--- src/rtl/comb_controller.sv ---
// comb_controller
// -----------------------------------------------------------------------------
// Sequencing FSM for the combination datapath. It computes C(N,M) without
// recursion hardware by walking the recurrence C(n,m) = C(n-1,m) + C(n-1,m-1)
// (C(n,0) = C(n,n) = 1) and keeping pending work as 23-bit frames
// {flag, n, m, value} on the datapath stack. The result is left in comb1
// (datapath out_) when done pulses.
//
// Frame flags: 0 = unexpanded A child or root, 2 = unexpanded B child,
// 1/3 = expanded parent whose own role is A-or-root / B. A resolved A value is
// parked on the stack with flag 0 until its B sibling resolves.
//
// Ports
//   clk, rst          clock, synchronous active-high reset
//   start             begin a computation (sampled in IDLE only)
//   N, M              operands (same values as the datapath N/M inputs)
//   Lend, end_        datapath status: base case / root frame reached
//   Flag_Out          flag field of the current stack top
//   Sn, Sm            n/m input mux: 0=reg, 1=reg-1, 2=N/M
//   Sc                value mux: 0=comb1+comb2, 1=constant 1
//   Flag_In           flag of the pushed frame
//   weN..we2          datapath register enables
//   push, pop, top    stack commands
//   busy, done, err   run in progress, completion pulse, sticky error
//   cycles            (only with CNTRL_CYCLE_COUNT_EN) saturating busy-cycle count
//
// Optional feature macro: CNTRL_CYCLE_COUNT_EN
// All outputs are registered: they are decoded from the next state so that
// they line up with the state register in the following cycle.
// -----------------------------------------------------------------------------
module comb_controller #(
    parameter int STACK_DEPTH = 32
) (
    input  logic       clk,
    input  logic       rst,
    input  logic       start,
    input  logic [3:0] N,
    input  logic [3:0] M,
    input  logic       Lend,
    input  logic       end_,
    input  logic [1:0] Flag_Out,
    output logic [1:0] Sn,
    output logic [1:0] Sm,
    output logic       Sc,
    output logic [1:0] Flag_In,
    output logic       weN,
    output logic       weM,
    output logic       wen,
    output logic       wem,
    output logic       we1,
    output logic       we2,
    output logic       push,
    output logic       pop,
    output logic       top,
    output logic       busy,
    output logic       done,
`ifdef CNTRL_CYCLE_COUNT_EN
    output logic [15:0] cycles,
`endif
    output logic       err
);

    localparam logic [4:0] S_IDLE      = 5'd0;
    localparam logic [4:0] S_LOAD      = 5'd1;
    localparam logic [4:0] S_PUSH_ROOT = 5'd2;
    localparam logic [4:0] S_FETCH     = 5'd3;
    localparam logic [4:0] S_EVAL      = 5'd4;
    localparam logic [4:0] S_EXP_POP   = 5'd5;
    localparam logic [4:0] S_EXP_PAR   = 5'd6;
    localparam logic [4:0] S_EXP_CHILD = 5'd7;
    localparam logic [4:0] S_BASE_POP  = 5'd8;
    localparam logic [4:0] S_RES       = 5'd9;
    localparam logic [4:0] S_A_VAL     = 5'd10;
    localparam logic [4:0] S_A_CHILDB  = 5'd11;
    localparam logic [4:0] S_B_TMP     = 5'd12;
    localparam logic [4:0] S_B_POPT    = 5'd13;
    localparam logic [4:0] S_B_POPA    = 5'd14;
    localparam logic [4:0] S_B_POPP    = 5'd15;
    localparam logic [4:0] S_FIN_PUSH  = 5'd16;
    localparam logic [4:0] S_FIN_POP   = 5'd17;
    localparam logic [4:0] S_DONE      = 5'd18;

    localparam int              DW         = $clog2(STACK_DEPTH + 1);
    localparam logic [DW-1:0]   DEPTH_MAX  = DW'(STACK_DEPTH);
    localparam logic [DW-1:0]   DEPTH_ONE  = DW'(1);
    localparam logic [DW-1:0]   DEPTH_ZERO = DW'(0);

    typedef struct packed {
        logic [1:0] sn;
        logic [1:0] sm;
        logic       sc;
        logic [1:0] flag_in;
        logic       we_nn;
        logic       we_mm;
        logic       we_n;
        logic       we_m;
        logic       we_1;
        logic       we_2;
        logic       push;
        logic       pop;
        logic       top;
        logic       busy;
        logic       done;
    } ctl_t;

    logic [4:0]    state_q, state_d;
    logic [DW-1:0] depth_q, depth_d;
    logic          role_q, role_d;
    logic          vsel_q, vsel_d;
    logic          err_q, err_d;
    ctl_t          ctl_q;
    logic          fault_s;
    logic          blocked_d_s;
    logic          flag_unused_s;

    // Only the role bit of the top flag steers the controller.
    assign flag_unused_s = Flag_Out[0];

    function automatic logic is_push_st(input logic [4:0] st);
        case (st)
            S_PUSH_ROOT, S_EXP_PAR, S_EXP_CHILD, S_A_VAL,
            S_A_CHILDB, S_B_TMP, S_FIN_PUSH: is_push_st = 1'b1;
            default:                          is_push_st = 1'b0;
        endcase
    endfunction

    function automatic logic is_pop_st(input logic [4:0] st);
        case (st)
            S_EXP_POP, S_BASE_POP, S_B_POPT, S_B_POPA,
            S_B_POPP, S_FIN_POP: is_pop_st = 1'b1;
            default:             is_pop_st = 1'b0;
        endcase
    endfunction

    // Moore output decode; a blocked (over/underflowing) stack cycle drives no commands.
    function automatic ctl_t ctl_decode(input logic [4:0] st, input logic role,
                                        input logic vsel, input logic blocked);
        ctl_t c;
        c = '0;
        if (!blocked) begin
            case (st)
                S_LOAD:      begin c.we_nn = 1'b1; c.we_mm = 1'b1; end
                S_PUSH_ROOT: begin c.push = 1'b1; c.sn = 2'd2; c.sm = 2'd2; c.sc = 1'b1; end
                S_FETCH:     begin c.top = 1'b1; c.we_n = 1'b1; c.we_m = 1'b1; end
                S_EXP_POP:   begin c.pop = 1'b1; end
                S_EXP_PAR:   begin c.push = 1'b1; c.flag_in = {role, 1'b1}; end
                S_EXP_CHILD: begin c.push = 1'b1; c.sn = 2'd1; c.sc = 1'b1; end
                S_BASE_POP:  begin c.pop = 1'b1; end
                S_A_VAL:     begin c.push = 1'b1; c.sc = vsel; end
                S_A_CHILDB:  begin c.push = 1'b1; c.flag_in = 2'd2; c.sm = 2'd1; c.sc = 1'b1; end
                S_B_TMP:     begin c.push = 1'b1; c.sc = vsel; end
                S_B_POPT:    begin c.pop = 1'b1; c.we_2 = 1'b1; end
                S_B_POPA:    begin c.pop = 1'b1; c.we_1 = 1'b1; end
                S_B_POPP:    begin c.pop = 1'b1; c.we_n = 1'b1; c.we_m = 1'b1; end
                S_FIN_PUSH:  begin c.push = 1'b1; c.sc = vsel; end
                S_FIN_POP:   begin c.pop = 1'b1; c.we_1 = 1'b1; end
                S_DONE:      begin c.done = 1'b1; end
                default:     begin c = '0; end
            endcase
        end else begin
            c = '0;
        end
        c.busy = (st != S_IDLE) && (st != S_DONE);
        return c;
    endfunction

    // Next-state, stack-depth tracking and role/vsel/err bookkeeping.
    always_comb begin
        state_d = state_q;
        depth_d = depth_q;
        role_d  = role_q;
        vsel_d  = vsel_q;
        err_d   = err_q;
        fault_s = (is_push_st(state_q) && (depth_q == DEPTH_MAX)) ||
                  (is_pop_st(state_q)  && (depth_q == DEPTH_ZERO));
        if (fault_s) begin
            err_d   = 1'b1;
            state_d = S_DONE;
        end else begin
            if (is_push_st(state_q)) begin
                depth_d = depth_q + DEPTH_ONE;
            end else if (is_pop_st(state_q)) begin
                depth_d = depth_q - DEPTH_ONE;
            end else begin
                depth_d = depth_q;
            end
            case (state_q)
                S_IDLE: begin
                    if (start) begin
                        if (M > N) begin
                            err_d   = 1'b1;
                            state_d = S_DONE;
                        end else begin
                            err_d   = 1'b0;
                            state_d = S_LOAD;
                        end
                    end else begin
                        state_d = S_IDLE;
                    end
                end
                S_LOAD:      state_d = S_PUSH_ROOT;
                S_PUSH_ROOT: state_d = S_FETCH;
                S_FETCH: begin
                    role_d  = Flag_Out[1];
                    state_d = S_EVAL;
                end
                // n/m were written at the end of FETCH, so Lend is valid here.
                S_EVAL:      state_d = Lend ? S_BASE_POP : S_EXP_POP;
                S_EXP_POP:   state_d = S_EXP_PAR;
                S_EXP_PAR:   state_d = S_EXP_CHILD;
                S_EXP_CHILD: state_d = S_FETCH;
                S_BASE_POP: begin
                    vsel_d  = 1'b1;
                    state_d = S_RES;
                end
                S_RES: begin
                    if (end_) begin
                        state_d = S_FIN_PUSH;
                    end else begin
                        state_d = role_q ? S_B_TMP : S_A_VAL;
                    end
                end
                S_A_VAL:    state_d = S_A_CHILDB;
                S_A_CHILDB: state_d = S_FETCH;
                // B resolved: park V, then unwind B value, A value and parent.
                S_B_TMP:    state_d = S_B_POPT;
                S_B_POPT:   state_d = S_B_POPA;
                S_B_POPA:   state_d = S_B_POPP;
                S_B_POPP: begin
                    role_d  = Flag_Out[1];
                    vsel_d  = 1'b0;
                    state_d = S_RES;
                end
                S_FIN_PUSH: state_d = S_FIN_POP;
                S_FIN_POP:  state_d = S_DONE;
                S_DONE:     state_d = S_IDLE;
                default:    state_d = S_IDLE;
            endcase
        end
    end

    // A stack command in the next state is suppressed if it would over/underflow.
    assign blocked_d_s = (is_push_st(state_d) && (depth_d == DEPTH_MAX)) ||
                         (is_pop_st(state_d)  && (depth_d == DEPTH_ZERO));

    // State, bookkeeping and registered output flops.
    always_ff @(posedge clk) begin
        if (rst) begin
            state_q <= S_IDLE;
            depth_q <= DEPTH_ZERO;
            role_q  <= 1'b0;
            vsel_q  <= 1'b0;
            err_q   <= 1'b0;
            ctl_q   <= '0;
        end else begin
            state_q <= state_d;
            depth_q <= depth_d;
            role_q  <= role_d;
            vsel_q  <= vsel_d;
            err_q   <= err_d;
            ctl_q   <= ctl_decode(state_d, role_d, vsel_d, blocked_d_s);
        end
    end

    assign Sn      = ctl_q.sn;
    assign Sm      = ctl_q.sm;
    assign Sc      = ctl_q.sc;
    assign Flag_In = ctl_q.flag_in;
    assign weN     = ctl_q.we_nn;
    assign weM     = ctl_q.we_mm;
    assign wen     = ctl_q.we_n;
    assign wem     = ctl_q.we_m;
    assign we1     = ctl_q.we_1;
    assign we2     = ctl_q.we_2;
    assign push    = ctl_q.push;
    assign pop     = ctl_q.pop;
    assign top     = ctl_q.top;
    assign busy    = ctl_q.busy;
    assign done    = ctl_q.done;
    assign err     = err_q;

`ifdef CNTRL_CYCLE_COUNT_EN
    logic [15:0] cycles_q, cycles_d;

    // Busy-cycle counter: cleared by a start taken in IDLE, saturating.
    always_comb begin
        if ((state_q == S_IDLE) && start) begin
            cycles_d = 16'h0000;
        end else if ((state_q != S_IDLE) && (state_q != S_DONE) && (cycles_q != 16'hFFFF)) begin
            cycles_d = cycles_q + 16'h0001;
        end else begin
            cycles_d = cycles_q;
        end
    end

    // Cycle counter register.
    always_ff @(posedge clk) begin
        if (rst) begin
            cycles_q <= 16'h0000;
        end else begin
            cycles_q <= cycles_d;
        end
    end

    assign cycles = cycles_q;
`endif

endmodule

--- config.mk ---
export PLATFORM = sky130hd
export DESIGN_NAME = comb_controller
export DESIGN_NICKNAME = d
export VERILOG_FILES = /design/src/rtl/comb_controller.sv
export SDC_FILE = /design/constraint.sdc
export NUM_CORES = 1
export LEC_CHECK = 0
export CORE_MARGIN = 5
export CORE_UTILIZATION = 55
export CTS_BUF_LIST = sky130_fd_sc_hd__clkbuf_4
export CTS_CLUSTER_SIZE = 12
export DETAILED_ROUTE_END_ITERATION = 10
export GPL_ROUTABILITY_DRIVEN = 0
export PLACE_DENSITY = 0.82
export SLEW_MARGIN = 15
export SYNTH_ARGS = -nofsm -noshare
export SYNTH_HDL_FRONTEND = slang
export SYNTH_SLANG_ARGS = --single-unit
--- constraint.sdc ---
create_clock -name clk -period 3.7 [get_ports clk]
set_input_delay 0.74 -clock clk [delete_from_list [all_inputs] [get_ports clk]]
set_output_delay 0.74 -clock clk [all_outputs]
set_load 0.01 [all_outputs]
==> run_results.csv <==
group,metric,value,unit
final_layout,layout.cell_area.non_filler,2490,µm²
logic_synthesis,synth_top_flop_cell,"dfxtp_1",
logic_synthesis,post_synth_fa_ha_maj_area_fraction,3.57,%
clocking,clock_tree_from_tritoncts,"done",
logic_synthesis,synth_xor_xnor_area_share,3.27,%
logic_synthesis,synthTopCellsByArea,"dfxtp_1, nor2_1, nor3_2",
routing,wl_per_cell,15.3,µm
critical_path,critical_path.endpoint_type,"flop",
pwr,finalPower,1.43,mW
critical_path,crit_slowest_cell,"or4bb_1",
final_layout,num-fill-cells,318,
logic_synthesis,synth-compound-area-share,24.4,%
logic_synthesis,syn_area,2100,µm²
timing,worst_slack_on_hold_paths,0.504,ns
job,maxCapViolations,0,
clocking,clockRootBuffer,"clkbuf_4",
timing,slew_headroom,50.1,%
timing,finalCritPeriodShare,83.9,%
final_layout,layout_commonest_cell,"clkdlybuf4s50_1",
logic_synthesis,synthesis.instances,246,
clocking,cts.reportedPaths.clkPinSlew,0.09,ns
logic_synthesis,netlist-cell-type-count,72,
critical_path,critPathLaunchType,"flop",
place,hpwl_detailed,3720,µm
timing,fin_crit,3.10,ns
final_layout,commonest_non_fill_non_tap_cells_in_the_layout,"clkdlybuf4s50_1, dfxtp_1, nor2_1",
routing,routed_via_density,6.10,
floorplanning,fp.dieH,71.8,µm
logic_synthesis,synth.yosys.seq_area_share,28.6,%
final_layout,diodes,0,
floorplanning,fp.dieArea,5160,µm²
final_layout,areaGrowthSynthToFinish,18.6,%
floorplanning,core.rowCount,22,
logic_synthesis,syn-num-nets,267,
place,post_dp_cell_area,2450,µm²
global_route,grt_start_max_net_pins,24,
timing,grt_setup_unrepaired,"false",
status,outcome,"finished, final reports clean",
critical_path,critPathMaxStageDelay,0.66,ns
timing,final-setup-viol-count,0,
pwr,ir_drop,0.000502,V
timing,finalSetupTns,0,ns
critical_path,critPathKind,"flop to flop",
hold_path,worstHoldEndpoint,"err",
logic_synthesis,fraction_of_synthesized_area_in_multiplexers,0.476,%
logic_synthesis,postSynthAreaPerCell,8.55,µm²
global_route,first_global_vias,1798,
pwr,power.density,574,nW/µm²
critical_path,cells_traversed_along_the_worst_timing_path,"or4bb_1, and3_4, o311ai_4, nand2_1, and3_1, nor4_4, nor4b_4, buf_12, nor4b_2",
hold_path,timing.hold.worst_path_depth,2,
routing,drc,0,
final_layout,finalNetCount,295,
clocking,cts.repair_timing.setup_buffer_count,0,
critical_path,worstPathRequired,3.95,ns
clocking,worst_skew_pair.late_latency,0.34,ns
logic_synthesis,ys_ff_latch,30,
clocking,ctsLongestPathBuffers,2,
global_route,grt_pass1_wl,8340,µm
logic_synthesis,synth_simple_gate_area_share,32.1,%
routing,route.final.wire_length,4920,µm
floorplanning,die-width,71.8,µm
floorplanning,io_pins,34,
clocking,cts_max_level,2,
timing,final_report_max_slew_violation_count,0,
hold_path,type_of_the_most_critical_hold_path,"flop to flop",
clocking,cts-buffers-inserted,5,
final_layout,layout-drive-gt1-share,13.6,%
routing,initialDrtViolationCount,111,
clocking,hold_buffers,0,
logic_synthesis,synth.largest_area_cell,"dfxtp_1",
global_route,grt_antenna_before_repair,0,
logic_synthesis,synth_top_cell_area_share,28.6,%
logic_synthesis,synth-edff-count,0,
routing,num_vias,1958,
critical_path,setup.reg_to_reg.worst_slack,0.60,ns
clocking,postcts_resize_cnt,0,
timing,slew_worst_pin,0.747,ns
timing,final_skew,0.0181,ns
clocking,clock-sinks,30,
logic_synthesis,yosysWarningCount,0,
routing,drt_first_pass_iters,5,
critical_path,critical_path.reg2reg.startpoint,"state_q[2]",
critical_path,critPathArrivalTime,3.35,ns
critical_path,worstReg2RegEnd,"wen",
global_route,gr-usage-all-layers,20.3,%
timing,timing.fmax,322,MHz
hold_path,min_from,"err",
critical_path,timing.reg2reg.worst_path_depth,9,
place,portBuffers,32,
timing,final-hold-violation-count,0,
routing,drt.antenna.violating_nets,0,
critical_path,crit_path_max_fanout,23,
floorplanning,initial_utilization,57.0,%
floorplanning,core_area,3690,µm²
pwr,total_leakage_power,0.903,nW
logic_synthesis,ys_async_sr_fraction,0,%
global_route,grt_overflow_total,0,
logic_synthesis,combinational_family_with_the_most_area_after_synthesis,"simple AND/OR/NAND/NOR gates",
[metal layers]
layer,global-route usage [%],vias to the layer above,share of wire (%)
met1,26.1,909,42
met4,10.9,0,2.6
met3,5.47,11,8.5
li1,-,959,-
met5,0,-,0
met2,30.6,79,46
[synthesized netlist by cell type (2+ instances only)]
library cell  number
dfxtp_1           30
nor2_1            25
nor3_1            13
a21oi_1           12
inv_1             12
nand2_1           12
buf_2             10
nor3_2             8
nand2b_1           7
ha_1               6
o21ai_0            6
clkbuf_1           5
nand3b_1           5
or3_1              5
a211oi_1           4
a22oi_1            4
nor2b_1            4
o21bai_1           4
a311oi_1           3
and2_1             3
o211ai_1           3
xnor2_1            3
xor2_1             3
a221oi_1           2
a32oi_1            2
and3_1             2
buf_4              2
buf_6              2
nand3_1            2
nor4_1             2
o2111ai_1          2
o22ai_1            2
or2_1              2
[logic make-up (layout without fill, tap and decap cells)]
family,after synthesis,in the layout
buf+inv,33,60
fa+ha+maj,6,6
simple gates,106,106
flops,30,30
mux,1,1
xor+xnor,7,7
compound gates,63,63
[worst max-delay path, delay by kind of cell (launching register included)]
family,cells,cell delay (ns)
and+or+nand+nor,7,2.04
DFF,1,0.55
AOI/OAI and AO/OA,1,0.26
buffers and inverters,1,0.17
[metrics by stage]
step,util (%),setup slack (ns),instances
floorplan,-,0.988,246
global placement,66.5,0.411,315
detailed placement,66.5,0.398,315
CTS,67.6,0.635,321
global route,67.6,0.442,321
finish,67.6,0.597,321
[area by class of cell]
type                       instances  area (µm²)  area share, %
clock inverter                     1        3.75          0.150
sequential                        30         601           24.1
multi-input combinational        183        1340           53.9
timing repair buffer              41         400           16.0
inverter                          13        48.8           1.96
clock buffer                       5        37.5           1.50
tap                               48        60.1           2.41
[power by group]
group	internal [mW]	switching, mW
Sequential	0.384	0.0835
Combinational	0.364	0.427
Clock	0.0647	0.108
[worst max path at each step]
stage	slack, ns	to	start	cells after the start
after CTS	0.63	wen	state_q[2]	9
final	0.60	wen	state_q[2]	9
after global routing	0.44	wen	state_q[4]	10
after global placement	0.41	Sn[0]	N[3]	12
after detailed placement	0.40	we2	N[3]	12
after floorplan	0.99	Sc	N[3]	11
[registers in the layout, indices dropped and copies added (netlist names), 2 cells and up]
register,cells
Sn,2
Flag_In,2
state_q,5
Sm,2
depth_q,6
(Power assumes the default switching activity.)
